--- config.mk ---
export PLATFORM = sky130hd
export DESIGN_NAME = crossbar_ingress
export DESIGN_NICKNAME = d
export VERILOG_FILES = /design/src/rtl/crossbar_ingress.sv
export SDC_FILE = /design/constraint.sdc
export NUM_CORES = 1
export LEC_CHECK = 0
export ABC_AREA = 1
export CORE_AREA = 2 2 106 108
export DETAILED_ROUTE_END_ITERATION = 12
export DIE_AREA = 0 0 108 110
export DONT_BUFFER_PORTS = 1
export GPL_ROUTABILITY_DRIVEN = 0
export PLACE_DENSITY = 0.64
export SLEW_MARGIN = 5
export SYNTH_ARGS = -nofsm -noshare
export SYNTH_HDL_FRONTEND = slang
export SYNTH_SLANG_ARGS = --single-unit
--- constraint.sdc ---
create_clock -name clk -period 2.9 [get_ports clk]
set_input_delay 0.58 -clock clk [delete_from_list [all_inputs] [get_ports clk]]
set_output_delay 0.58 -clock clk [all_outputs]
set_load 0.05 [all_outputs]
--- src/rtl/crossbar_ingress.sv ---
// crossbar_ingress: per-input ingress queue for a 16-port crossbar.
// Words {in_sel, in_data} are queued in a circular FIFO. The head word raises a
// one-hot request toward its destination arbiter and is popped when that
// arbiter grants it.
//
// Optional feature: define CROSSBAR_INGRESS_STARVE_EN to add the wait counter
// and the STARVED state. That state drives `starve` once the head has waited
// STARVE_LIMIT cycles without a grant. With the macro undefined, `starve` is
// tied to 0 and the FSM only uses IDLE and REQ.
//
// Handshake: a word is accepted on a rising edge when in_valid && in_ready.
// in_ready depends only on registered occupancy, never on grant. The head is
// consumed on an edge where count > 0 and grant[out_sel] is high.
module crossbar_ingress #(
    parameter int WIDTH        = 8,
    parameter int DEPTH        = 8,
    parameter int STARVE_LIMIT = 16
) (
    input  logic                   clk,
    input  logic                   rst,
    input  logic                   in_valid,
    output logic                   in_ready,
    input  logic [WIDTH-1:0]       in_data,
    input  logic [3:0]             in_sel,
    output logic [15:0]            request,
    input  logic [15:0]            grant,
    output logic [WIDTH-1:0]       out_data,
    output logic [3:0]             out_sel,
    output logic [$clog2(DEPTH):0] count,
    output logic                   starve
);

    localparam int AW = $clog2(DEPTH);
    localparam int CW = AW + 1;

    // Reject illegal configurations at elaboration time.
    if (DEPTH < 2 || (DEPTH & (DEPTH - 1)) != 0 || STARVE_LIMIT < 1) begin : g_bad_param
        $error("crossbar_ingress: DEPTH must be a power of 2 >= 2 and STARVE_LIMIT >= 1");
    end

    logic [WIDTH+3:0] mem [DEPTH];
    logic [AW-1:0]    wr_ptr;
    logic [AW-1:0]    rd_ptr;
    logic [CW-1:0]    count_q;
    logic             push;
    logic             pop;
    logic             drain;

`ifdef CROSSBAR_INGRESS_STARVE_EN
    typedef enum logic [1:0] {IDLE, REQ, STARVED} state_t;
`else
    typedef enum logic [1:0] {IDLE, REQ} state_t;
`endif

    // FSM state register. Checkers can bind to it by name.
    state_t state;

    assign count    = count_q;
    assign in_ready = (count_q < CW'(DEPTH));
    assign push     = in_valid && in_ready;
    assign pop      = (count_q != '0) && grant[out_sel];
    // This pop empties the queue because no push refills it on the same edge.
    assign drain    = pop && !push && (count_q == CW'(1));

    // Head word comes straight from storage at the read pointer.
    // It only changes on a pop, or when a push lands in an empty queue.
    assign {out_sel, out_data} = mem[rd_ptr];

    // Request the head destination arbiter whenever a word is queued.
    always_comb begin
        request = '0;
        if (count_q != '0) begin
            request[out_sel] = 1'b1;
        end
    end

    // Storage write. Contents are not reset, because the pointers and count
    // define which entries are valid.
    always_ff @(posedge clk) begin
        if (push) begin
            mem[wr_ptr] <= {in_sel, in_data};
        end
    end

    // Pointer and occupancy update. The pointers wrap naturally at DEPTH.
    always_ff @(posedge clk) begin
        if (rst) begin
            wr_ptr  <= '0;
            rd_ptr  <= '0;
            count_q <= '0;
        end else begin
            if (push) wr_ptr <= wr_ptr + 1'b1;
            if (pop)  rd_ptr <= rd_ptr + 1'b1;
            case ({push, pop})
                2'b10:   count_q <= count_q + 1'b1;
                2'b01:   count_q <= count_q - 1'b1;
                default: count_q <= count_q;
            endcase
        end
    end

`ifdef CROSSBAR_INGRESS_STARVE_EN
    localparam int WW = $clog2(STARVE_LIMIT) + 1;

    logic [WW-1:0] wait_cnt;

    // FSM and wait counter. The counter counts consecutive ungranted cycles of
    // the current head while in REQ, and saturates instead of wrapping.
    always_ff @(posedge clk) begin
        if (rst) begin
            state    <= IDLE;
            wait_cnt <= '0;
        end else begin
            case (state)
                IDLE: begin
                    if (push) state <= REQ;
                end
                REQ: begin
                    if (drain) begin
                        state <= IDLE;
                    end else if (!pop && wait_cnt == WW'(STARVE_LIMIT - 1)) begin
                        state <= STARVED;
                    end
                end
                STARVED: begin
                    if (pop) state <= drain ? IDLE : REQ;
                end
                default: state <= IDLE;
            endcase

            if (pop || state == IDLE) begin
                wait_cnt <= '0;
            end else if (state == REQ && request != 16'h0000 && wait_cnt != '1) begin
                wait_cnt <= wait_cnt + 1'b1;
            end
        end
    end

    assign starve = (state == STARVED);
`else
    // FSM without the starvation state: it only tracks empty versus requesting.
    always_ff @(posedge clk) begin
        if (rst) begin
            state <= IDLE;
        end else begin
            case (state)
                IDLE:    if (push)  state <= REQ;
                REQ:     if (drain) state <= IDLE;
                default: state <= IDLE;
            endcase
        end
    end

    assign starve = 1'b0;
`endif

endmodule

==> metrics.yaml <==
status: "complete, no violations"
stdcell_count: 662
power_density_nw_per_um2: 1010
synth_area_sq_um: 4830
fin_setup_tns_ps: 0
cts.sinks: 109
maxCapViolations: 0
period_needed_ps: 2690
drive_gt1_share_pct: 18.2
synth_edf_count: 96
wl_per_cell_um: 15.6
die_h_um: 110
path_delay_family: "simple AND/OR/NAND/NOR gates"
grt_antenna_before_repair: 0
synth_area_leader_cell: "edfxtp_1"
fin_util_pct: 52.4
grt_max_degree: 29
relSlewSlack_pct: 66.4
synth_fp_nets: 505
startpoint_type: "register"
cts_root_buf: "clkbuf_8"
max_freq_mhz: 371
drc: 0
finalNetCount: 553
p_leak_uw: 0.00220
dpl.cell_count: 644
critPathKind: "reg2out"
syn-mean-instance-area_sq_um: 10.3
async_reset_ff_share_pct: 0
dr.pass1.iters: 4
syn_inst: 469
insertion_delay_ps: 380
synth_ff_type: "edfxtp_1"
holdBufCountCts: 0
slew_viol_final: 0
die_x_um: 108
h-tree-depth: 3
path_cells: "nor2_1 -> inv_1 -> nor3_1 -> inv_1 -> nand3_1 -> nor2_1 -> buf_4"
yosys-top-cells-area: "edfxtp_1 60%, nor2_1 7.2%, nand2_1 6.9%"
ys_seq_area_share_pct: 65.1
worst_slew_pin_slew_ps: 500
critPathSlowestCell: "nor3_1"
clock_skew_ps: 13.1
critPathMaxFanout: 8
cp_num_buf_inv: 3
min-delay-start: "rst"
drtIter0Drc: 211
overflow: 0
clockBufferDepth: 2
wl_um: 10300
critPathMaxStageDelay_ps: 400
finalHoldViolations: 0
ir_drop_mv: 0.419
vias: 3377
netlist_top_cells_count: "96 x edfxtp_1, 93 x nor2_1, 89 x nand2_1"
power_uw: 5650
die_area_sq_um: 11900
drt-vias-per-instance: 5.10
finalSetupViolCount: 0
core-area_sq_um: 10700
clkSlewWorstSetupHoldPaths_ps: 100
dp_hpwl_um: 6870
cts_made_buffers: 9
grtUsageTotal_pct: 17.8
cp-end-kind: "output port"
synth.most_common_cell: "edfxtp_1"
startpoint: "count[1]"
fin_crit_sh_pct: 92.8
yosysTopAreaCellShare_pct: 59.7
worst_hold_slack_ps: 261
hold_path.class: "in2reg"
portBuffers: 0
cts_tree: "yes"
grt_pass1_wl_um: 16000
grt_pass1_vias: 3265
synth_cell_type_count: 26
diodes: 0
ios: 65
cp.required_ps: 2320
crit_arrival_ps: 2110
ys_ff_latch: 109
row_count: 38
initial_core_util_pct: 45.1
syn_to_final_growth_pct: 16.2
ant_nets: 0
yosys_warnings: 0
metrics by stage:
| stage | worst slack (ps) | area (sq um) |
|---|---|---|
| 6_report | 207 | 5610 |
| 4_1_cts | 0.359 | 5520 |
| 3_3_place_gp | 121 | 5310 |
| 3_5_place_dp | 9.79 | 5310 |
| 5_1_grt | -14.6 | 5610 |
| 2_1_floorplan | 92.5 | 4830 |
path summary, 6_finish.rpt:
kind,end,slack (ps),cells after the start
max reg2reg,count[3],270,20
max,request[5],210,7
min reg2reg,wr_ptr[0],490,2
min,wr_ptr[0],260,1
report_power, final:
part	leakage, uW	internal [uW]	switching [uW]
clock	0.000101	418	535
combinational	0.00112	915	1900
sequential	0.000979	1820	56.6
kinds of logic (layout without fill, tap and decap cells):
| kind of cell | after synthesis | in the layout | synth area share, % |
|---|---|---|---|
| buffers and inverters | 59 | 111 | 5.36 |
| adder cells (fa/ha/maj) | 5 | 5 | 1.30 |
| AO/OA/AOI/OAI | 67 | 67 | 7.38 |
| other | 1 | 1 | 0.0776 |
| flip-flops | 109 | 109 | 65.1 |
| XOR/XNOR | 3 | 3 | 0.544 |
| AND/OR/NAND/NOR | 225 | 226 | 20.3 |
metal layers:
metal,wire length (um),track usage [%],vias to the layer above
li1,-,-,1672
met2,5230,29.7,55
met3,400,4.23,12
met5,0,0,-
met1,4540,22.8,1638
met4,130,6.23,0
flip-flops by register name, indices dropped and copies added (netlist names), named ones only:
name and cells:
rd_ptr 3, count 4, mem 96, wr_ptr 3
layout make-up:
| type | count | area, sq um |
|---|---|---|
| repair buffers | 55 | 437 |
| clock buffers | 10 | 128 |
| fillers | 943 | 5090 |
| multi-input cells | 302 | 1490 |
| inverters | 40 | 153 |
| well taps | 140 | 175 |
| clock inverters | 6 | 77.6 |
| flip-flops and latches | 109 | 3150 |
cell usage in the layout (no fill, tap or decap), types with 2 or more instances in the layout:
cell type / netlist / layout
a21oi_1: 11 / 11
a31oi_1: 8 / 8
buf_4: 3 / 52
clkbuf_8: 0 / 9
dfxtp_1: 13 / 11
edfxtp_1: 96 / 96
ha_1: 5 / 4
inv_1: 35 / 35
inv_2: 5 / 4
inv_6: 0 / 2
inv_8: 0 / 2
nand2_1: 89 / 89
nand2_2: 5 / 4
nand2_4: 1 / 2
nand3_1: 23 / 22
nand3_2: 2 / 4
nand3_4: 2 / 2
nand3b_1: 7 / 7
nor2_1: 93 / 93
o21ai_0: 39 / 37
o21ai_1: 0 / 2
o22ai_1: 9 / 8
repair_timing:
item,4_1_cts,5_1_grt
resized for setup,1,17
cloned,0,1
hold endpoints to repair,0,0
pin swaps,0,5
endpoints found under the setup margin,1,19
buffers inserted,0,1
Note: power is estimated with default switching activity, not from simulation.
